File: config.mk
export PLATFORM = sky130hd
export DESIGN_NAME = prio_enc_arb
export DESIGN_NICKNAME = d
export VERILOG_FILES = /design/src/rtl/prio_pkg.sv /design/src/rtl/prio_pick.sv /design/src/rtl/prio_enc_arb.sv
export SDC_FILE = /design/constraint.sdc
export NUM_CORES = 1
export LEC_CHECK = 0
export BUFFER_PORTS_ARGS = -buffer_cell sky130_fd_sc_hd__buf_2
export CAP_MARGIN = 20
export CORE_ASPECT_RATIO = 0.8
export CORE_MARGIN = 4
export CORE_UTILIZATION = 40
export DETAILED_ROUTE_END_ITERATION = 7
export PLACE_DENSITY = 0.65
export SLEW_MARGIN = 20
export SYNTH_ARGS = -nofsm -noshare
export SYNTH_HDL_FRONTEND = slang
export SYNTH_SLANG_ARGS = --single-unit
File: constraint.sdc
create_clock -name clk -period 3.36 [get_ports clk]
set_clock_uncertainty 0.15 [all_clocks]
set_input_delay 0.168 -clock clk [delete_from_list [all_inputs] [get_ports clk]]
set_output_delay 0.168 -clock clk [all_outputs]
set_load 0.1 [all_outputs]
File: src/rtl/prio_pkg.sv
// Constants shared by the priority encoder/arbiter and its search sub-module.
package prio_pkg;
    localparam logic MODE_FIXED = 1'b0;
    localparam logic MODE_RR    = 1'b1;
    localparam int   BUSY_W     = 8;
    localparam logic [BUSY_W-1:0] BUSY_MAX = '1;
endpackage

File: src/rtl/prio_pick.sv
// Combinational priority search: first set bit of vec_i scanning downward from start_i (wrapping).
// Fixed mode ignores start_i and starts at N-1, so the highest set index wins.
module prio_pick
    import prio_pkg::*;
#(
    parameter int N = 8,
    parameter int W = $clog2(N)
) (
    input  logic [N-1:0] vec_i,
    input  logic [W-1:0] start_i,
    input  logic         mode_i,
    output logic [W-1:0] idx_o,
    output logic         found_o
);

    always_comb begin
        int base;
        int p;
        logic [W-1:0] pw;
        idx_o   = '0;
        found_o = 1'b0;
        base    = (mode_i == MODE_RR) ? int'(start_i) : N - 1;
        // Scan farthest-first so the position closest to base overwrites last and wins.
        for (int k = N - 1; k >= 0; k--) begin
            p = base - k;
            if (p < 0) p = p + N;
            pw = W'(p);
            if (vec_i[pw]) begin
                idx_o   = pw;
                found_o = 1'b1;
            end
        end
    end

endmodule

File: src/rtl/prio_enc_arb.sv
// Priority encoder / round-robin arbiter with a single registered output slot; latency 1 request-to-winner.
// Backpressure: slot holds while out_valid && !out_ready; requests arriving then are dropped and counted in busy_cnt.
module prio_enc_arb
    import prio_pkg::*;
#(
    parameter int N  = 8,
    parameter int W  = $clog2(N),
    parameter int RR = 0
) (
    input  logic              clk,
    input  logic              rst,
    input  logic              en,
    input  logic [N-1:0]      req,
    output logic              out_valid,
    input  logic              out_ready,
    output logic [W-1:0]      out_idx,
    output logic [N-1:0]      out_onehot,
    output logic [BUSY_W-1:0] busy_cnt
);

    localparam logic         MODE     = (RR != 0) ? MODE_RR : MODE_FIXED;
    localparam logic [W-1:0] PTR_INIT = W'(N - 1);
    localparam logic [N-1:0] ONE      = N'(1);

    logic              valid_q, valid_d;
    logic [W-1:0]      idx_q, idx_d;
    logic [N-1:0]      hot_q, hot_d;
    logic [BUSY_W-1:0] busy_q, busy_d;
    logic [W-1:0]      ptr_q, ptr_d;

    logic [W-1:0] pick_idx;
    logic         pick_found;
    logic         slot_free;
    logic         capture;
    logic         blocked;

    prio_pick #(.N(N), .W(W)) u_pick (
        .vec_i   (req),
        .start_i (ptr_q),
        .mode_i  (MODE),
        .idx_o   (pick_idx),
        .found_o (pick_found)
    );

    always_comb begin
        slot_free = !valid_q || out_ready;
        capture   = en && pick_found && slot_free;
        blocked   = en && pick_found && !slot_free;
        valid_d   = valid_q;
        idx_d     = idx_q;
        hot_d     = hot_q;
        busy_d    = busy_q;
        ptr_d     = ptr_q;
        if (capture) begin
            valid_d = 1'b1;
            idx_d   = pick_idx;
            hot_d   = ONE << pick_idx;
            // Pointer moves just below the winner so the winner becomes lowest priority next time.
            if (MODE == MODE_RR) ptr_d = (pick_idx == '0) ? PTR_INIT : pick_idx - W'(1);
        end else if (valid_q && out_ready) begin
            valid_d = 1'b0;
            idx_d   = '0;
            hot_d   = '0;
        end
        if (blocked && busy_q != BUSY_MAX) busy_d = busy_q + 1'b1;
    end

    always_ff @(posedge clk) begin
        if (rst) begin
            valid_q <= 1'b0;
            idx_q   <= '0;
            hot_q   <= '0;
            busy_q  <= '0;
            ptr_q   <= PTR_INIT;
        end else begin
            valid_q <= valid_d;
            idx_q   <= idx_d;
            hot_q   <= hot_d;
            busy_q  <= busy_d;
            ptr_q   <= ptr_d;
        end
    end

    assign out_valid  = valid_q;
    assign out_idx    = idx_q;
    assign out_onehot = hot_q;
    assign busy_cnt   = busy_q;

endmodule
---- Yosys cells after proc, flatten, opt, wreduce, memory -nomap -nowiden ----
Cells that the tools add are included.
cells by class
  shift-type cells ........................ 1
  muxes and demuxes ....................... 21
  reductions and logical operators ........ 9
  add/subtract/negate cells ............... 1
  equal/unequal tests ..................... 1
operators with widths
  operator               count
  $mux W3                6
  $mux W8                2
  $mux W1                11
  $add A8 B1 Y8 const B  1
  $ne A8 B8 Y1 const B   1
  $shl A1 B3 Y8 const A  1
  $logic_and A1 B1 Y1    5
  $mux W2                2
  $logic_not A1 Y1       2
  $reduce_bool A2 Y1     1
  $logic_or A1 B1 Y1     1
storage, ports and cells
  input port bits ......................... 12
  word-level logic and storage cells ...... 37
  flip-flop bits (word level) ............. 20

---- Logic depth before layout (Yosys ltp) ----
Gate-level depths: netlist (run 1).
  depth after elaboration ................. 11
  depth in mapped cells ................... 6

---- Hierarchy ----
From an unflattened synthesis (run 1), not the netlist that was laid out.
second synthesis, totals
  cell total of the unflattened synthesis .. 228
  area total of the unflattened synthesis .. 1916.8 µm²
modules (own cells, without submodules)
  module        area an instance (µm²)  cells an instance  sequential area each (µm²)  times used
  prio_pick     1038.5                  133                0.0                         1
  prio_enc_arb  878.3                   95                 400.4                       1

---- Least setup slack after synthesis (run 1) ----
Ideal clock, no wire load.
  path kind ............................... reg-to-reg
  start point ............................. register valid_q, in the netlist out_valid
  end point ............................... register busy_q[7], in the netlist busy_cnt[7]
  required time ........................... 3.089 ns
  setup slack ............................. 0.905 ns
  setup time .............................. 0.121 ns
  stages on the path, launching flop included .. 5
  period minus slack after synthesis ...... 2.455 ns
  arrival ................................. 2.185 ns
  cell sequence ........................... dfxtp_1 -> nand2b_1 -> a211o_1 -> nor4_1 -> mux2_2
between the ends
  longest elaborated chain between the ends .. 5
RTL lines
  what                    RTL line            RTL
  from (decl)             prio_enc_arb.sv:25  logic valid_q, valid_d;
  from (signal assigned)  prio_enc_arb.sv:76  valid_q <= valid_d;
  $logic_not A1 Y1        prio_enc_arb.sv:46  slot_free = !valid_q || out_ready;
  $logic_or A1 B1 Y1      prio_enc_arb.sv:46
  $logic_not A1 Y1        prio_enc_arb.sv:48  blocked = en && pick_found && !slot_free;
  $logic_and A1 B1 Y1     prio_enc_arb.sv:48
  $logic_and A1 B1 Y1     prio_enc_arb.sv:65  if (blocked && busy_q != BUSY_MAX) busy_d = busy_q + 1'b1;
  to (signal assigned)    prio_enc_arb.sv:79  busy_q <= busy_d;
  to (decl)               prio_enc_arb.sv:28  logic [BUSY_W-1:0] busy_q, busy_d;
Every way passes these cells.
A chain may end at the register's enable or synchronous reset.

---- Worst setup path in the final report (run 1) ----
  start point ............................. register valid_q, in the netlist out_valid
  end point ............................... register busy_q[5], in the netlist busy_cnt[5]
Same word-level chain as after synthesis.

==> results.py, run 1 <==
metrics = {
    "placed_design": {
        "dpl_worst_slack_ns": 1.42,
        "finalWeightedCongestion": 0.747,
        "port_buffers": 31,
        "placed_cell_area_um2": 1130,
    },
    "sta": {
        "fmaxAchievable_ghz": 0.507,
        "final_setup_vio_count": 0,
        "whs_ns": 0.0170,
        "tightestPinTransition_ns": 0.965,
        "rel_slew_slack": 0.355,
        "timing.final.hold_violations": 0,
        "timing.final.crit_share": 0.587,
        "period_minus_slack_ns": 1.97,
        "slew_violations": 0,
        "fin_setup_tns_ns": 0,
        "timing.final.ws_setup_ns": 1.39,
        "grt_setup_unrepaired": "false",
    },
    "min_path": {
        "timing.hold.worst.class": "in2reg",
    },
    "yosys": {
        "ys_seq_elements": 20,
        "synth_fp_nets": 116,
        "synth-main-ff-cell": "dfxtp_1",
        "ys_seq_area_frac": 0.414,
        "synth-edff-count": 0,
        "mappedNetlistArea_um2": 967,
        "postSynthCellCount": 103,
        "yosys_warnings": 0,
        "post_synth_num_cell_types": 37,
        "avgSynthCellArea_um2": 9.39,
        "async_set_or_reset_register_ratio_after_synthesis": 0,
    },
    "drt": {
        "wl_um": 2290,
        "met2_length_um": 936,
        "detailroute.via_count": 922,
        "detail_route.wl_per_cell_um": 14.2,
        "drc": 0,
        "routed-wl-met3_um": 128,
        "route.detailed.vias_per_inst": 5.73,
        "drt.antenna.violating_nets": 0,
        "drt-initial-drc-count": 32,
        "wl_met1_um": 1210,
        "top_signal_layer_used": "met4",
        "drt-pass1-iter-count": 4,
    },
    "final_layout": {
        "multi_input_comb_area_um2": 526,
        "nFillCells": 226,
        "final_cell_area_um2": 1200,
        "final_layout_size_suffix_gt1_frac": 0.316,
        "number_of_antenna_diodes": 0,
        "sequential_cell_area_um2": 400,
        "num-nets-final": 150,
        "synth_to_layout_area_growth_pct": 23.8,
    },
    "setup_path": {
        "arrival_time_at_the_worst_endpoint_ns": 2.03,
        "crit_path_cell_trace": "nand2b_1 > a211o_1 > nor4_1 > mux2_2",
        "critPathRequiredTime_ns": 3.41,
        "critPathMaxStageDelay_ns": 0.44,
        "cp_slowest_cell": "a211o_1",
        "maximum_fanout_encountered_on_the_critical_timing_path": 14,
        "setup.worst_path.start_class": "flop",
        "worstSetupPathType": "reg2reg",
        "critPathCaptureType": "flop",
    },
    "cts": {
        "tritoncts": "built",
        "postCtsResizedCells": 0,
        "cts.sink_count": 20,
        "clkLatencyLatePin_ns": 0.30,
        "cts_hold_buf": 1,
        "postCtsSetupBuffers": 0,
        "clkSlewWorstSetupHoldPaths_ns": 0.13,
        "cts_buffers": 3,
        "clock_path_buffers": 2,
        "cts-htree-levels": 1,
        "ctsRootBufferMaster": "clkbuf_4",
    },
    "outcome": {
        "outcome": "finished, final reports clean",
    },
    "global_routing": {
        "grt_pass1_vias": 869,
        "grt_pass1_wl_um": 3860,
        "gr_overflow_total": 0,
        "number_of_antenna_violations_at_the_first_check_in_global_routing": 0,
        "track_usage": 0.152,
        "grt_start_max_net_pins": 16,
    },
    "floorplan": {
        "design.portCount": 32,
        "initial_utilization": 0.433,
        "die_h_um": 52.0,
        "design.die.area_um2": 3270,
        "coreArea_um2": 2230,
        "placementRows": 15,
        "fp.dieW_um": 63.0,
    },
    "pwr": {
        "power_consumption_uw": 544,
        "cellPowerDensity_nw_per_um2": 454,
        "power.static_leakage_nw": 0.492,
        "vdd_ir_drop_max_v": 0.000213,
    },
    "job": {
        "cap_violations": 0,
    },
}
-- cell usage after synthesis, types with 2 or more instances --
library cell,n,share of area
clkbuf_1,2,0.0078
or3_1,2,0.013
nor2b_1,3,0.019
or4_1,2,0.016
nand2_1,5,0.019
a21oi_1,7,0.036
nand3_1,6,0.031
nor2_1,7,0.027
mux2_2,2,0.023
a211oi_1,2,0.016
nor4_1,2,0.013
dfxtp_1,20,0.41
a32o_1,5,0.052
o311ai_0,2,0.018
a22o_1,2,0.018
o2bb2ai_1,3,0.027
nand2b_1,2,0.013
inv_1,6,0.023
o21ai_0,2,0.010
o31ai_1,4,0.031
-- critical path, delay by kind of cell, from the launching register on --
family | cells | cell delay, ns
flip-flops | 1 | 0.41
AND/OR/NAND/NOR | 2 | 0.50
multiplexers | 1 | 0.37
AO/OA/AOI/OAI | 1 | 0.44
-- per-layer routing --
layer,GRT usage,vias up
met5,0,-
met4,0.0513,0
met3,0.0583,2
met2,0.224,26
met1,0.203,428
li1,-,466
-- flip-flops by register name (all words and copies together) (netlist names) --
register and count:
out_onehot 8, out_idx 3, out_valid 1, busy_cnt 8
-- worst paths after layout --
| check | start | to | slack (ns) | cells past startpoint |
|---|---|---|---|---|
| setup / recovery | out_valid$_SDFFE_PP0P_ | busy_cnt[5]$_SDFFE_PP0P_ | 1.39 | 4 |
| hold / removal | req[7] | out_onehot[7]$_SDFFE_PP0P_ | 0.02 | 2 |
| setup reg to reg | out_valid$_SDFFE_PP0P_ | busy_cnt[5]$_SDFFE_PP0P_ | 1.39 | 4 |
| hold reg to reg | out_onehot[1]$_SDFFE_PP0P_ | out_onehot[1]$_SDFFE_PP0P_ | 0.32 | 1 |
-- per-stage QoR --
stage               std cells  utilization
global placement          156        0.508
finish                    161        0.536
floorplan                 103            -
global route              161        0.536
CTS                       161        0.536
detailed placement        156        0.508
-- cell type report --
| class | count | share of cell area |
|---|---|---|
| multi-input combinational | 74 | 0.439 |
| sequential | 20 | 0.334 |
| timing repair buffer | 32 | 0.138 |
| tap | 25 | 0.0261 |
| clock inverter | 1 | 0.0251 |
| clock buffer | 3 | 0.0188 |
| inverter | 6 | 0.0188 |
-- kinds of logic after synthesis --
family / synth area share
fa+ha+maj: 0.0129
simple gates: 0.263
mux: 0.0233
flops: 0.414
compound gates: 0.245
buf+inv: 0.0427
-- power by group --
part	switching [mW]	total, mW	internal (mW)
clock network	0.0802	0.201	0.120
logic	0.0744	0.0962	0.0218
registers	0.00366	0.247	0.243
-- cells in the final DEF (no fill, tap or decap), drive strengths merged, types with 3 or more instances in the layout --
master	instances
buf	31
dfxtp	20
nor2	7
a21oi	7
inv	6
nand3	6
nand2	5
a32o	5
o31ai	4
nor4	4
nor2b	3
o2bb2ai	3
clkbuf	3
or4	3
No activity file was read; power rests on OpenSTA's default activity.
==> run 2, diff against run 1 <==
- PLACE_DENSITY: 0.65 -> 0.67
- clock period: 3.36 -> 1.8 ns (I/O delays scaled with it)
==> run 2 against run 1 <==
Non-clock buffer count rose by 13. Flip-flop and latch count unchanged. Die area did not move. Critical path depth rose by 2. Global-route usage rose by 1.8 points. Wire length increased by 9.8%. Cell count increased by 8.1%. Largest power group unchanged. Setup slack got worse by 1.3 ns.
==> results.py, run 2 (synthesis results as in run 1) <==
metrics = {
    "setup_path": {
        "maximum_fanout_encountered_on_the_critical_timing_path": 6,
        "crit_path_start": "en",
        "crit_path_cell_trace": "dlygate4sd3_1 > buf_2 > inv_1 > a211o_4 > or4_1 > a21oi_1",
        "worstSetupPathType": "in2reg",
        "endpoint": "busy_cnt[4]$_SDFFE_PP0P_",
        "r2r.worst_path.cells": 4,
        "rr_startpoint": "out_valid$_SDFFE_PP0P_",
        "critPathMaxStageDelay_ns": 0.52,
        "crit-reg2reg-capture": "busy_cnt[4]$_SDFFE_PP0P_",
        "cp_slowest_cell": "dlygate4sd3_1",
        "critPathRequiredTime_ns": 1.88,
        "setup.worst_path.start_class": "input pin",
        "critPathCaptureType": "flop",
        "rrSetupSlack_ns": 0.14,
        "arrival_time_at_the_worst_endpoint_ns": 1.77,
    },
    "cts": {
        "clock_path_buffers": 2,
        "postCtsSetupBuffers": 0,
        "tritoncts": "built",
        "cts-htree-levels": 1,
        "clkSlewWorstSetupHoldPaths_ns": 0.12,
        "cts.sink_count": 20,
        "cts_buffers": 3,
        "ctsRootBufferMaster": "clkbuf_4",
        "clkLatencyLatePin_ns": 0.31,
    },
    "global_routing": {
        "number_of_antenna_violations_at_the_first_check_in_global_routing": 0,
        "gr_overflow_total": 0,
        "grt_start_max_net_pins": 16,
        "track_usage": 0.171,
        "grt_pass1_vias": 952,
        "grt_pass1_wl_um": 4330,
    },
    "sta": {
        "timing.final.crit_share": 0.937,
        "fmaxAchievable_ghz": 0.593,
        "timing.final.hold_violations": 0,
        "final_setup_vio_count": 0,
        "grt_setup_unrepaired": "false",
        "slew_violations": 0,
        "tightestPinTransition_ns": 0.492,
        "rel_slew_slack": 0.674,
        "timing.final.ws_setup_ns": 0.114,
        "period_minus_slack_ns": 1.69,
    },
    "floorplan": {
        "fp.dieW_um": 63.0,
        "design.portCount": 32,
        "design.die.area_um2": 3270,
        "coreArea_um2": 2230,
        "die_h_um": 52.0,
        "placementRows": 15,
        "initial_utilization": 0.433,
    },
    "pwr": {
        "power_consumption_mw": 1.03,
        "power_switching_share": 0.288,
        "comb_power_share": 0.199,
        "power_switching_uw": 296,
        "cellPowerDensity_nw_per_um2": 749,
        "internal_power_uw": 732,
        "power.static_leakage_nw": 0.561,
        "vdd_ir_drop_max_v": 0.000426,
        "clkPwrFrac": 0.359,
        "seqPwrFrac": 0.442,
    },
    "final_layout": {
        "number_of_antenna_diodes": 0,
        "final_layout_size_suffix_gt1_frac": 0.430,
        "top_library_cells_by_usage_in_the_layout_fill_and_taps_aside": "buf_2, dfxtp_1, dlygate4sd3_1",
        "num-nets-final": 163,
        "synth_to_layout_area_growth_pct": 41.9,
        "layout.cells.most_common": "buf_2",
    },
    "drt": {
        "route.detailed.vias_per_inst": 5.62,
        "drc": 0,
        "detailroute.via_count": 978,
        "wl_um": 2510,
        "drt.antenna.violating_nets": 0,
        "detail_route.wl_per_cell_um": 14.4,
        "drt-pass1-iter-count": 4,
        "drt-initial-drc-count": 29,
    },
    "placed_design": {
        "port_buffers": 31,
        "finalWeightedCongestion": 0.771,
        "dpl.hpwl_um": 1820,
        "dpl_worst_slack_ns": 0.124,
    },
    "outcome": {
        "outcome": "finished, final reports clean",
    },
    "job": {
        "cap_violations": 0,
    },
    "min_path": {
        "timing.hold.worst.class": "in2reg",
    },
}
-- run 2: worst min-delay path by stage --
stage	from	end	slack [ns]	cells after the start
final	req[5]	out_onehot[0]$_SDFFE_PP0P_	0.03	3
after floorplan	en	out_valid$_SDFFE_PP0P_	0.07	2
after global placement	en	out_valid$_SDFFE_PP0P_	0.21	3
after global routing	req[4]	out_onehot[1]$_SDFFE_PP0P_	0.04	3
after detailed placement	en	out_valid$_SDFFE_PP0P_	0.21	3
after CTS	req[5]	out_onehot[0]$_SDFFE_PP0P_	0.008	3
-- run 2: power by group through the flow --
stage / registers, mW / clock network, mW / logic, mW
final: 0.455 / 0.369 / 0.204
after global placement: 0.465 / 0 / 0.185
after global routing: 0.457 / 0.399 / 0.218
after floorplan: 0.550 / 0 / 0.0479
after detailed placement: 0.465 / 0 / 0.188
after CTS: 0.455 / 0.379 / 0.202
-- run 2: what timing repair did --
action                                  4_1_cts  5_1_grt
endpoints found under the setup margin        0        5
hold buffers                                  8        0
resized for setup                             0        4
hold endpoints to repair                     10        0
-- run 2: area by class of cell --
cell class / count / area (µm²)
timing repair buffer: 45 / 280
fill: 203 / 861
clock inverter: 1 / 30.0
tap: 25 / 31.3
multi-input combinational: 74 / 559
sequential: 20 / 427
clock buffer: 3 / 22.5
inverter: 6 / 22.5
-- run 2: layer usage --
metal,track usage,up-vias,share of wire
met5,0,-,0
met4,0.0440,0,0.0068
met3,0.0562,2,0.055
met2,0.259,25,0.46
met1,0.232,461,0.48
li1,-,490,-
-- run 2: stage by stage --
step	std cells	area, µm²	utilization	hold slack, ns	setup TNS, ns
5_1_grt	174	1370	0.615	0.0383	0
4_1_cts	174	1350	0.604	0.00790	0
3_3_place_gp	162	1220	0.545	0.207	0
2_1_floorplan	103	1000	-	0.0701	-0.0244
3_5_place_dp	162	1220	0.545	0.208	0
6_report	174	1370	0.615	0.0250	0
-- run 2: critical path: cells and delay by family --
family / cells / cell delay (ns)
AOI/OAI and AO/OA: 2 / 0.46
buffers and inverters: 3 / 0.72
and+or+nand+nor: 1 / 0.50
